$ cat config.mk
export PLATFORM = sky130hd
export DESIGN_NAME = fifo_sum_ctrl_flat
export DESIGN_NICKNAME = d
export VERILOG_FILES = /design/src/rtl/fifo_sum_pkg.sv /design/src/rtl/fifo_sum_ctrl_if.sv /design/src/rtl/sum_tx_buf.sv /design/src/rtl/fifo_sum_ctrl.sv /design/src/flat_wrapper.sv
export SDC_FILE = /design/constraint.sdc
export NUM_CORES = 1
export LEC_CHECK = 0
export CAP_MARGIN = 30
export CORE_UTILIZATION = 47
export CTS_BUF_LIST = sky130_fd_sc_hd__clkbuf_8
export DETAILED_ROUTE_END_ITERATION = 8
export PLACE_DENSITY = 0.73
export SETUP_SLACK_MARGIN = 0.1
export SYNTH_ARGS = -nofsm -noshare
export SYNTH_HDL_FRONTEND = slang
export SYNTH_HIERARCHICAL = 1
export SYNTH_SLANG_ARGS = --single-unit
$ cat constraint.sdc
create_clock -name sys_clk -period 2.4 [get_ports sys_clk]
set_input_delay 0.48 -clock sys_clk [delete_from_list [all_inputs] [get_ports sys_clk]]
set_output_delay 0.48 -clock sys_clk [all_outputs]
set_load 0.03 [all_outputs]
$ cat src/rtl/fifo_sum_pkg.sv
// fifo_sum_pkg
// Shared definitions for the FIFO row-sum controller: FSM state encoding,
// default matrix geometry, datapath widths and the wrapped row-sum helper.
package fifo_sum_pkg;

    localparam int DATA_W   = 8;   // UART / FIFO byte width
    localparam int SUM_W    = 10;  // wide enough for three bytes (max 765)
    localparam int DEF_COLS = 5;   // bytes per matrix row
    localparam int DEF_ROWS = 5;   // rows per frame (>= 3)

    typedef logic [DATA_W-1:0] byte_t;

    typedef enum logic [1:0] {
        IDLE,
        READ,
        CAPTURE,
        EMIT
    } state_t;

    // Counter width for a counter running 0..n-1 (at least one bit).
    function automatic int cnt_w(input int n);
        return (n > 1) ? $clog2(n) : 1;
    endfunction

    // Three-byte column sum formed at full width, then reduced modulo 256:
    // the transmitted byte wraps rather than saturating.
    function automatic byte_t row_sum(input byte_t a, input byte_t b, input byte_t x);
        return DATA_W'(SUM_W'(a) + SUM_W'(b) + SUM_W'(x));
    endfunction

endpackage

$ cat src/rtl/fifo_sum_ctrl_if.sv
// fifo_sum_ctrl_if
// Bundles the controller's data-path connections:
//   rx_data/rx_valid        byte stream from the UART receiver
//   fifo1_*/fifo2_*         write and read ports of the two row FIFOs
//   tx_busy/tx_start/tx_data handshake with the UART transmitter
// master: the controller side.  slave: the surrounding RX/FIFO/TX blocks.
interface fifo_sum_ctrl_if;
    import fifo_sum_pkg::*;

    byte_t rx_data;
    logic  rx_valid;

    logic  fifo1_wr_en;
    byte_t fifo1_wr_data;
    logic  fifo1_rd_en;
    byte_t fifo1_rd_data;

    logic  fifo2_wr_en;
    byte_t fifo2_wr_data;
    logic  fifo2_rd_en;
    byte_t fifo2_rd_data;

    logic  tx_busy;
    logic  tx_start;
    byte_t tx_data;

    modport master (
        input  rx_data, rx_valid,
        input  fifo1_rd_data, fifo2_rd_data,
        input  tx_busy,
        output fifo1_wr_en, fifo1_wr_data, fifo1_rd_en,
        output fifo2_wr_en, fifo2_wr_data, fifo2_rd_en,
        output tx_start, tx_data
    );

    modport slave (
        output rx_data, rx_valid,
        output fifo1_rd_data, fifo2_rd_data,
        output tx_busy,
        input  fifo1_wr_en, fifo1_wr_data, fifo1_rd_en,
        input  fifo2_wr_en, fifo2_wr_data, fifo2_rd_en,
        input  tx_start, tx_data
    );

endinterface

$ cat src/rtl/sum_tx_buf.sv
// sum_tx_buf
// One-entry holding register between the sum datapath and the UART TX.
//   sys_clk, rst_n  clock, asynchronous active-low reset
//   push, push_data new sum byte offered (one cycle)
//   tx_busy         UART transmitter busy
//   tx_start        one-cycle start strobe, tx_data valid with it
//   tx_data         byte handed to the transmitter (holds last value)
//   empty           no byte waiting
//   overflow        a pushed byte was dropped this cycle (buffer full, TX busy)
module sum_tx_buf
    import fifo_sum_pkg::*;
(
    input  logic  sys_clk,
    input  logic  rst_n,
    input  logic  push,
    input  byte_t push_data,
    input  logic  tx_busy,
    output logic  tx_start,
    output byte_t tx_data,
    output logic  empty,
    output logic  overflow
);

    logic  full;
    byte_t buf_q;
    logic  launch_old;

    // A waiting byte leaves as soon as the transmitter is free; that frees
    // the slot in the same edge, so a simultaneous push is still accepted.
    assign launch_old = full && !tx_busy;
    assign empty      = !full;
    assign overflow   = push && full && tx_busy;

    always_ff @(posedge sys_clk or negedge rst_n) begin
        if (!rst_n) begin
            full     <= 1'b0;
            // NOTE: data registers are reset too so every output has a defined value out of reset.
            buf_q    <= '0;
            tx_start <= 1'b0;
            tx_data  <= '0;
        end else begin
            // NOTE: non-blocking assignments throughout; the default below makes tx_start a single-cycle pulse.
            tx_start <= 1'b0;
            if (launch_old) begin
                tx_start <= 1'b1;
                tx_data  <= buf_q;
                full     <= push;
                if (push) begin
                    buf_q <= push_data;
                end
            end else if (!full && push) begin
                if (!tx_busy) begin
                    // Empty buffer and idle transmitter: bypass straight out.
                    tx_start <= 1'b1;
                    tx_data  <= push_data;
                end else begin
                    full  <= 1'b1;
                    buf_q <= push_data;
                end
            end
            // full && tx_busy && push: new byte is dropped, overflow reports it.
        end
    end

endmodule

$ cat src/rtl/fifo_sum_ctrl.sv
// fifo_sum_ctrl
// Sequencing controller for the FIFO row-sum datapath. Rows 0 and 1 of each
// frame are parked in FIFO1 and FIFO2; every later byte x is summed with the
// matching bytes of the two previous rows (a from FIFO1, b from FIFO2), the
// window is rolled (b -> FIFO1, x -> FIFO2) and sum mod 256 is sent to TX.
//   sys_clk, rst_n  clock, asynchronous active-low reset
//   bus             fifo_sum_ctrl_if.master: RX stream, both FIFOs, UART TX
//   busy_flag       frame in progress (until the last sum has left)
//   err             sticky: input byte dropped outside IDLE, or sum dropped
module fifo_sum_ctrl
    import fifo_sum_pkg::*;
#(
    parameter int COLS = DEF_COLS,
    parameter int ROWS = DEF_ROWS
) (
    input  logic            sys_clk,
    input  logic            rst_n,
    fifo_sum_ctrl_if.master bus,
    output logic            busy_flag,
    output logic            err
);

    localparam int COL_W = cnt_w(COLS);
    localparam int ROW_W = cnt_w(ROWS);
    localparam logic [COL_W-1:0] COL_LAST = COL_W'(COLS - 1);
    localparam logic [ROW_W-1:0] ROW_LAST = ROW_W'(ROWS - 1);

    state_t           state;
    logic [COL_W-1:0] col;
    logic [ROW_W-1:0] row;
    byte_t            x_q;
    byte_t            sum_q;
    byte_t            wr_data_q;
    logic             wr1_q;
    logic             wr2_q;
    logic             rd_en_q;
    logic             wb_q;        // current byte's row is not the last one
    logic             cap_wb_q;    // high exactly during a writeback CAPTURE
    logic             frame_end_q; // last byte accepted, waiting for TX drain

    logic             accept;
    logic             drop_rx;
    logic             push;
    logic             buf_empty;
    logic             overflow;
    logic             tx_start;
    byte_t            tx_data;

    assign accept  = bus.rx_valid && (state == IDLE);
    assign drop_rx = bus.rx_valid && (state != IDLE);
    assign push    = (state == EMIT);

    // Row 0/1 writes come from registers. The rolling writeback needs
    // fifo2_rd_data, which is only valid during CAPTURE, so during that
    // cycle the write ports are steered by the registered cap_wb_q.
    assign bus.fifo1_wr_en   = wr1_q | cap_wb_q;
    assign bus.fifo2_wr_en   = wr2_q | cap_wb_q;
    assign bus.fifo1_wr_data = cap_wb_q ? bus.fifo2_rd_data : wr_data_q;
    assign bus.fifo2_wr_data = cap_wb_q ? x_q : wr_data_q;
    assign bus.fifo1_rd_en   = rd_en_q;
    assign bus.fifo2_rd_en   = rd_en_q;
    assign bus.tx_start      = tx_start;
    assign bus.tx_data       = tx_data;

    // Sequencing FSM with registered strobes.
    always_ff @(posedge sys_clk or negedge rst_n) begin
        if (!rst_n) begin
            state     <= IDLE;
            x_q       <= '0;
            sum_q     <= '0;
            wr_data_q <= '0;
            wr1_q     <= 1'b0;
            wr2_q     <= 1'b0;
            rd_en_q   <= 1'b0;
            wb_q      <= 1'b0;
            cap_wb_q  <= 1'b0;
        end else begin
            wr1_q    <= 1'b0;
            wr2_q    <= 1'b0;
            rd_en_q  <= 1'b0;
            cap_wb_q <= 1'b0;
            case (state)
                IDLE: begin
                    if (bus.rx_valid) begin
                        if (row == '0) begin
                            wr1_q     <= 1'b1;
                            wr_data_q <= bus.rx_data;
                        end else if (row == ROW_W'(1)) begin
                            wr2_q     <= 1'b1;
                            wr_data_q <= bus.rx_data;
                        end else begin
                            x_q     <= bus.rx_data;
                            wb_q    <= (row != ROW_LAST);
                            rd_en_q <= 1'b1;   // strobe is high during READ
                            state   <= READ;
                        end
                    end
                end
                READ: begin
                    cap_wb_q <= wb_q;          // last row drains the FIFOs
                    state    <= CAPTURE;
                end
                CAPTURE: begin
                    sum_q <= row_sum(bus.fifo1_rd_data, bus.fifo2_rd_data, x_q);
                    state <= EMIT;
                end
                EMIT: begin
                    state <= IDLE;
                end
                default: begin
                    state <= IDLE;
                end
            endcase
        end
    end

    // Position counters, frame tracking and sticky error.
    always_ff @(posedge sys_clk or negedge rst_n) begin
        if (!rst_n) begin
            col         <= '0;
            row         <= '0;
            busy_flag   <= 1'b0;
            frame_end_q <= 1'b0;
            err         <= 1'b0;
        end else begin
            if (drop_rx || overflow) begin
                err <= 1'b1;
            end
            if (accept) begin
                busy_flag <= 1'b1;
                if (row == '0 && col == '0) begin
                    frame_end_q <= 1'b0;
                end
                if (col == COL_LAST) begin
                    col <= '0;
                    if (row == ROW_LAST) begin
                        row         <= '0;
                        frame_end_q <= 1'b1;
                    end else begin
                        row <= row + 1'b1;
                    end
                end else begin
                    col <= col + 1'b1;
                end
            end else if (frame_end_q && state == IDLE && buf_empty) begin
                // Last sum has been launched: frame complete.
                busy_flag   <= 1'b0;
                frame_end_q <= 1'b0;
            end
        end
    end

    sum_tx_buf u_tx_buf (
        .sys_clk   (sys_clk),
        .rst_n     (rst_n),
        .push      (push),
        .push_data (sum_q),
        .tx_busy   (bus.tx_busy),
        .tx_start  (tx_start),
        .tx_data   (tx_data),
        .empty     (buf_empty),
        .overflow  (overflow)
    );

endmodule

$ cat src/flat_wrapper.sv
// flat-port wrapper written by rule: the top's interface ports become plain ports
module fifo_sum_ctrl_flat import fifo_sum_pkg::*;
#(
    parameter int COLS = DEF_COLS,
    parameter int ROWS = DEF_ROWS
)
  (sys_clk, rst_n, busy_flag, err, bus_rx_data, bus_rx_valid, bus_fifo1_rd_data, bus_fifo2_rd_data, bus_tx_busy, bus_fifo1_wr_en, bus_fifo1_wr_data, bus_fifo1_rd_en, bus_fifo2_wr_en, bus_fifo2_wr_data, bus_fifo2_rd_en, bus_tx_start, bus_tx_data);
  fifo_sum_ctrl_if bus_i ();
  input  logic sys_clk;
  input  logic rst_n;
  output logic busy_flag;
  output logic err;
  input wire logic [$bits(bus_i.rx_data)-1:0] bus_rx_data;
  input wire logic [$bits(bus_i.rx_valid)-1:0] bus_rx_valid;
  input wire logic [$bits(bus_i.fifo1_rd_data)-1:0] bus_fifo1_rd_data;
  input wire logic [$bits(bus_i.fifo2_rd_data)-1:0] bus_fifo2_rd_data;
  input wire logic [$bits(bus_i.tx_busy)-1:0] bus_tx_busy;
  output wire logic [$bits(bus_i.fifo1_wr_en)-1:0] bus_fifo1_wr_en;
  output wire logic [$bits(bus_i.fifo1_wr_data)-1:0] bus_fifo1_wr_data;
  output wire logic [$bits(bus_i.fifo1_rd_en)-1:0] bus_fifo1_rd_en;
  output wire logic [$bits(bus_i.fifo2_wr_en)-1:0] bus_fifo2_wr_en;
  output wire logic [$bits(bus_i.fifo2_wr_data)-1:0] bus_fifo2_wr_data;
  output wire logic [$bits(bus_i.fifo2_rd_en)-1:0] bus_fifo2_rd_en;
  output wire logic [$bits(bus_i.tx_start)-1:0] bus_tx_start;
  output wire logic [$bits(bus_i.tx_data)-1:0] bus_tx_data;
  assign bus_i.rx_data = bus_rx_data;
  assign bus_i.rx_valid = bus_rx_valid;
  assign bus_i.fifo1_rd_data = bus_fifo1_rd_data;
  assign bus_i.fifo2_rd_data = bus_fifo2_rd_data;
  assign bus_i.tx_busy = bus_tx_busy;
  assign bus_fifo1_wr_en = bus_i.fifo1_wr_en;
  assign bus_fifo1_wr_data = bus_i.fifo1_wr_data;
  assign bus_fifo1_rd_en = bus_i.fifo1_rd_en;
  assign bus_fifo2_wr_en = bus_i.fifo2_wr_en;
  assign bus_fifo2_wr_data = bus_i.fifo2_wr_data;
  assign bus_fifo2_rd_en = bus_i.fifo2_rd_en;
  assign bus_tx_start = bus_i.tx_start;
  assign bus_tx_data = bus_i.tx_data;
  fifo_sum_ctrl #(.COLS(COLS), .ROWS(ROWS)) u_core (.sys_clk(sys_clk), .rst_n(rst_n), .bus(bus_i), .busy_flag(busy_flag), .err(err));
endmodule
# Word level (Yosys, flattened, before mapping)
# Cells that the tools add are included.
# classes
n_addsub	4
eq_ne	12
n_mux	41
bitwise	4
reduce_logical	27
# ops
op	count
$mux W8	11
$mux W1	24
$add A8 B8 Y8	2
$reduce_bool A2 Y1	5
$logic_and A1 B1 Y1	9
$reduce_and A3 Y1	3
$ne A2 B2 Y1 const B	4
$pmux W2 S4	1
$add A3 B1 Y3 const B	2
$eq A3 B3 Y1 const B	2
$logic_not A3 Y1	2
$mux W2	3
$mux W3	2
$reduce_and A2 Y1	3
$eq A2 B2 Y1 const B	2
$reduce_and A4 Y1	1
$eq A3 B1 Y1 const B	1
$ne A3 B3 Y1 const B	1
$eq A2 B1 Y1 const B	1
$logic_not A1 Y1	2
$logic_not A2 Y1	1
$ne A2 B1 Y1 const B	1
$not A1 Y1	2
$or A1 B1 Y1	2
$logic_or A1 B1 Y1	1
# totals
ff_bits	58
input_bits	28
out_inout_bits	31

# Logic depth before layout (Yosys ltp)
# Gate-level depths: netlist of the first run.
# logic_depth
depth_word	6
ltp_mapped	10

# Hierarchy
# Netlist of the first run, hierarchy kept.
# modules_own_cells
mod	instances	cells_each	area_per_inst_um2	seq_area_each_um2
fifo_sum_ctrl	1	226	2388.5	1001.0
sum_tx_buf	1	59	825.8	450.4

# Worst setup path after synthesis of the first run
# Ideal clock, no wire load.
# synth_timing
path_type	input to register
start	input bus_fifo1_rd_data[1]
end	register u_core.sum_q[5]
setup_ns	0.095
arrival_time_ns	2.114
slack_ns	0.191
stages	8
path_cell_list	fa_1 -> ha_1 -> inv_1 -> fa_1 -> nor2b_1 -> o21a_1 -> nor3_1 -> o31ai_1
# synth_between
elab_chain_cells	2
# synth_rtl
item	line	text
start: declaration	flat_wrapper.sv:15	input wire logic [$bits(bus_i.fifo1_rd_data)-1:0] bus_fifo1_rd_data;
$add A8 B8 Y8 (2 in a row)	fifo_sum_pkg.sv:28	return DATA_W'(SUM_W'(a) + SUM_W'(b) + SUM_W'(x));
end signal: assignment	fifo_sum_ctrl.sv:104	sum_q <= row_sum(bus.fifo1_rd_data, bus.fifo2_rd_data, x_q);
end: declaration	fifo_sum_ctrl.sv:32	byte_t sum_q;
# No other way between the ends.
# A chain may end at the register's enable or synchronous reset.

# Final worst setup path of the first run
# layout_timing
start	input bus_fifo2_rd_data[4]
end	register u_core.sum_q[6]
# layout_between
elab_chain_cells	2
# layout_rtl
item	line	text
start: declaration	flat_wrapper.sv:16	input wire logic [$bits(bus_i.fifo2_rd_data)-1:0] bus_fifo2_rd_data;
$add A8 B8 Y8 (2 in a row)	fifo_sum_pkg.sv:28	
# No other way between the ends.

==> flow_summary.yaml, run 1 <==
run_status:
  status: "complete, but fails checks"
  violations: "design-rule violations"
logic_synthesis:
  synth.distinct_cells: 48
  synth_area_leaders: "dfrtp_1, mux2_4, ha_1, nand2_1, fa_1"
  syn_area_um2: 3210
  synth.largest_area_cell: "dfrtp_1"
  synth_warnings: 6
  postSynthAreaPerCell_um2: 11.3
  yosys-top-cells-count: "dfrtp_1, nand2_1, inv_1, mux2_4, ha_1"
  seq_area_frac_synth_pct: 45.2
  ys_seq_elements: 58
  yosysTopAreaCellShare_pct: 45.2
  synth_edf_count: 0
  async_reset_ff_share_pct: 100
  dominantRegCellSynth: "dfrtp_1"
  syn_inst: 285
  synth.net_count: 336
  yosysMostFrequentCell: "dfrtp_1"
clock_tree:
  cts_tree: "done"
  numClockSinks: 58
  htreeDepth: 3
  path_clk_slew_ps: 60
  cts_made_buffers: 9
  cts_hold_buffers: 0
  cts_buffer_depth: 2
  clk_latency_ps: 320
  root_buffer: "clkbuf_8"
final_layout:
  syn_to_final_growth_pct: 31.4
  fin_area_um2: 4220
  drive_gt1_share_pct: 23.5
  fin_cells: 439
  fill_cells: 511
  antenna_cells: 0
  utilization_pct: 65.4
  nets: 408
sta:
  max_freq_mhz: 444
  finalMaxSlewViolations: 0
  setup_violations: 0
  rsz0062_at_grt: "yes"
  tns_ps: 0
  maxSlewHeadroom_pct: 62.8
  finalHoldViolations: 0
  worst_pin_slew_ps: 558
  fin_crit_ps: 2250
  finalClockSkew_ps: 4.52
  finalCritPeriodShare_pct: 93.8
power:
  p_per_area_nw_per_um2: 1510
  switching_share_pct: 40.3
  pwr-share-clk_pct: 15.4
  switchingPower_mw: 2.57
  seq_power_share_pct: 27.5
  pwr-share-comb_pct: 57.2
  power_leakage_nw: 2.08
  power.internal_mw: 3.80
  total_power_mw: 6.37
  ir_worst_vdd_v: 0.000759
die:
  dieArea_um2: 7170
  die_y_um: 84.7
  rows: 29
  io_pins: 59
  core_um2: 6460
  start_util_pct: 49.8
  dieWidth_um: 84.7
drt:
  drtPass1Iterations: 6
  wl_um: 6200
  ant_nets: 0
  num_vias: 2254
  drc: 1
  avgRoutedWirePerCell_um: 14.1
  drt-initial-drc-count: 80
  routed_via_density: 5.13
worst_setup_path:
  crit_arrival_ps: 2460
  required_ps: 2610
  crit_fanout: 5
  path_class: "primary input to flop"
  crit_path_end_kind: "flop"
  start_kind: "primary input"
global_routing:
  grt_start_max_net_pins: 39
  antenna_found_initial: 0
  grt_pass1_vias: 2236
  grtUsageTotal_pct: 18.7
  grt_pass1_wl_um: 10400
  overflow: 0
hold_path:
  hold_class: "primary input to async pin"
place:
  portBuffers: 58
  gp_congestion: 0.776
  place_area_um2: 3920
  dp.cells: 421
  hpwl_um: 4390
job:
  maxCapViolations: 0
==> worst max-delay path, stage by stage <==
cell             delay (ps)
clkdlybuf4s50_1         520
fa_1                    430
ha_1                    380
nand3_1                  90
o211ai_1                200
xor2_1                   90
mux2_2                  270
==> cell type report <==
cell class	count	area, um^2	share of cell area [%]
repair buffers	70	716	16.9
inverters	21	78.8	1.87
flip-flops and latches	58	1450	34.4
clock inverters	6	80.1	1.90
multi-input cells	197	1660	39.4
clock buffers	10	138	3.26
well taps	77	96.3	2.28
==> power by group through the flow <==
stage | registers [mW] | logic [mW] | clock network, mW
after floorplan | 1.82 | 2.38 | 0
after global routing | 1.81 | 3.96 | 1.05
after detailed placement | 1.77 | 3.56 | 0
final | 1.75 | 3.64 | 0.980
after global placement | 1.75 | 3.51 | 0
after CTS | 1.75 | 3.59 | 1.01
==> flip-flops by register name (all words and copies together) (netlist names), 2 cells and up <==
register                 count
u_core/row                   3
u_core/x_q                   8
u_core/wr_data_q             8
u_core/col                   3
u_core/u_tx_buf/buf_q        8
u_core/u_tx_buf/tx_data      8
u_core/state                 2
u_core/sum_q                 8
==> path summary, 6_finish.rpt <==
| kind | cells past startpoint | slack (ps) | endpoint | startpoint |
|---|---|---|---|---|
| setup / recovery | 7 | 150 | u_core/sum_q[6] | bus_fifo2_rd_data[4] |
| hold / removal | 1 | 130 | u_core/u_tx_buf/tx_data[0] | rst_n |
| setup reg to reg | 8 | 220 | u_core/sum_q[7] | u_core/x_q[1] |
| hold reg to reg | 2 | 480 | u_core/busy_flag | u_core/busy_flag |
| max in group asynchronous | 2 | 1700 | u_core/wr_data_q[2] | rst_n |
| min in group sys_clk | 2 | 480 | u_core/busy_flag | u_core/busy_flag |
==> timing repair <==
action | CTS | global route
setup endpoints to repair | 6 | 16
resized for setup | 12 | 19
pin swaps | 6 | 7
setup buffers | 0 | 2
cloned | 0 | 0
==> routing by layer <==
| metal | global-route usage (%) | vias to the layer above | part of all wire, % |
|---|---|---|---|
| met5 | 0 | - | 0 |
| met4 | 4.31 | 0 | 0.42 |
| met3 | 6.88 | 2 | 4.4 |
| met2 | 29.7 | 49 | 47 |
| met1 | 24.5 | 1095 | 48 |
| li1 | - | 1108 | - |
==> cells by family after synthesis <==
group,synth area share [%]
simple gates,14.6
flops,45.2
compound gates,9.97
mux,12.7
buf+inv,4.36
fa+ha+maj,10.8
xor+xnor,2.49
==> cells in the final DEF (no fill, tap or decap), types with 3 or more instances in the layout <==
cell | netlist | final
dfrtp_1 | 58 | 58
nand2_1 | 47 | 47
clkdlybuf4s50_1 | 0 | 36
inv_1 | 20 | 16
mux2_4 | 16 | 16
dlymetal6s2s_1 | 0 | 14
mux2_2 | 13 | 13
ha_1 | 15 | 12
buf_4 | 3 | 11
clkbuf_8 | 0 | 10
o21ai_0 | 10 | 10
nor2_1 | 10 | 10
nand2b_1 | 9 | 9
a2bb2oi_1 | 8 | 8
fa_1 | 8 | 7
dlygate4sd2_1 | 0 | 6
clkinv_2 | 0 | 4
inv_2 | 0 | 4
nand3_1 | 4 | 4
xnor2_1 | 4 | 4
a21oi_1 | 6 | 4
o22a_2 | 4 | 4
o22ai_1 | 4 | 4
nor3_1 | 3 | 3
==> through the flow <==
step                hold slack, ps  worst slack (ps)
global placement               468              -380
finish                         127               148
floorplan                      184               191
detailed placement             463              -408
global route                   149               100
CTS                            124               112
Power figures use the tool's default switching activity.
==> inputs of run 2 (changes only) <==
--- a/config.mk
+++ b/config.mk
@@ -9,6 +9,7 @@
 export CORE_UTILIZATION = 47
 export CTS_BUF_LIST = sky130_fd_sc_hd__clkbuf_8
 export DETAILED_ROUTE_END_ITERATION = 8
+export GPL_TIMING_DRIVEN = 0
 export PLACE_DENSITY = 0.73
 export SETUP_SLACK_MARGIN = 0.1
 export SYNTH_ARGS = -nofsm -noshare
==> flow_summary.yaml, run 2 (synthesized netlist as in run 1, its figures left out) <==
drt:
  drt-initial-drc-count: 85
  avgRoutedWirePerCell_um: 14.5
  drc: 1
  wl_um: 6300
  drtPass1Iterations: 6
  num_vias: 2255
  ant_nets: 0
  routed_via_density: 5.17
run_status:
  violations: "design-rule violations"
  status: "complete, but fails checks"
final_layout:
  final_common_cell: "dfrtp_1"
  antenna_cells: 0
  syn_to_final_growth_pct: 28.5
  fill_cells: 548
  drive_gt1_share_pct: 22.8
  fin_area_um2: 4130
  nets: 405
  final_cell_mix: "dfrtp_1, nand2_1, clkdlybuf4s50_1"
clock_tree:
  cts_buffer_depth: 2
  numClockSinks: 58
  htreeDepth: 3
  path_clk_slew_ps: 60
  cts_tree: "done"
  cts_made_buffers: 9
  clk_latency_ps: 340
  root_buffer: "clkbuf_8"
power:
  power_leakage_nw: 1.95
  p_per_area_nw_per_um2: 1480
  total_power_mw: 6.13
  ir_worst_vdd_v: 0.000836
die:
  dieArea_um2: 7170
  dieWidth_um: 84.7
  start_util_pct: 49.8
  core_um2: 6460
  die_y_um: 84.7
  io_pins: 59
  rows: 29
place:
  gp_congestion: 0.767
  hpwl_um: 4580
  place_area_um2: 3900
  portBuffers: 57
  pre_cts_ws_ps: -465
sta:
  setup_slack_ps: 143
  fin_crit_ps: 2260
  setup_violations: 0
  finalCritPeriodShare_pct: 94.0
  tns_ps: 0
  maxSlewHeadroom_pct: 61.7
  rsz0062_at_grt: "yes"
  finalClockSkew_ps: 5.23
  finalMaxSlewViolations: 0
  finalHoldViolations: 0
  max_freq_mhz: 443
  worst_pin_slew_ps: 574
worst_setup_path:
  required_ps: 2620
  path_class: "primary input to flop"
  crit_path_end_kind: "flop"
  crit_arrival_ps: 2480
  start_kind: "primary input"
  crit_fanout: 5
global_routing:
  antenna_found_initial: 0
  overflow: 0
  grt_pass1_vias: 2270
  grt_pass1_wl_um: 10700
  grtUsageTotal_pct: 19.2
  grt_start_max_net_pins: 35
job:
  maxCapViolations: 0
hold_path:
  hold_class: "primary input to async pin"
-- run 2: cell type report --
class / instances / area, um^2 / share of cell area [%]
well taps: 77 / 96.3 / 2.33
inverters: 21 / 78.8 / 1.91
multi-input cells: 197 / 1670 / 40.3
flip-flops and latches: 58 / 1450 / 35.2
plain buffers: 8 / 62.6 / 1.51
repair buffers: 59 / 572 / 13.8
clock inverters: 5 / 52.6 / 1.27
clock buffers: 11 / 151 / 3.66
-- run 2: what timing repair did --
item                                    4_1_cts  5_1_grt
gates resized for setup                      33        7
cloned                                        0        0
pin swaps                                     3        6
buffers inserted                              0        1
hold buffers                                  0        0
endpoints found under the setup margin       20        4
-- run 2: metrics by stage --
step | std cells | hold slack [ps] | util [%]
floorplan | 285 | 184 | -
global placement | 419 | 468 | 60.1
detailed placement | 420 | 479 | 60.3
CTS | 435 | 147 | 63.4
global route | 436 | 177 | 64.0
finish | 436 | 135 | 64.0
-- run 2: per-layer routing --
metal / vias to the layer above / GRT usage, % / part of all wire, %
met5: - / 0 / 0
met4: 0 / 6.93 / 1.3
met3: 9 / 5.41 / 5.3
met2: 51 / 31.5 / 47
met1: 1089 / 24.4 / 46
li1: 1106 / - / -
-- run 2: critical path, cell delays in order --
cell and delay [ps]:
clkdlybuf4s50_1 510, fa_1 440, ha_1 400, nand3_1 100, o211ai_1 190, xor2_1 90, mux2_2 260
-- run 2: final timing paths --
kind	from	end	slack, ps	cells after the start
worst max-delay path	bus_fifo2_rd_data[4]	u_core/sum_q[6]	140	7
worst min-delay path	rst_n	u_core/u_tx_buf/tx_data[0]	140	1
worst max register to register	u_core/x_q[1]	u_core/sum_q[7]	190	8
worst min register to register	u_core/busy_flag	u_core/busy_flag	480	2
max in group asynchronous	rst_n	u_core/cap_wb_q	1670	2
min in group sys_clk	bus_tx_busy	u_core/u_tx_buf/tx_data[5]	430	2
-- run 2: power by group --
part,switching (mW),leakage (nW),internal [mW]
sequential,0.326,0.692,1.43
combinational,1.87,1.16,1.59
clock,0.382,0.105,0.530
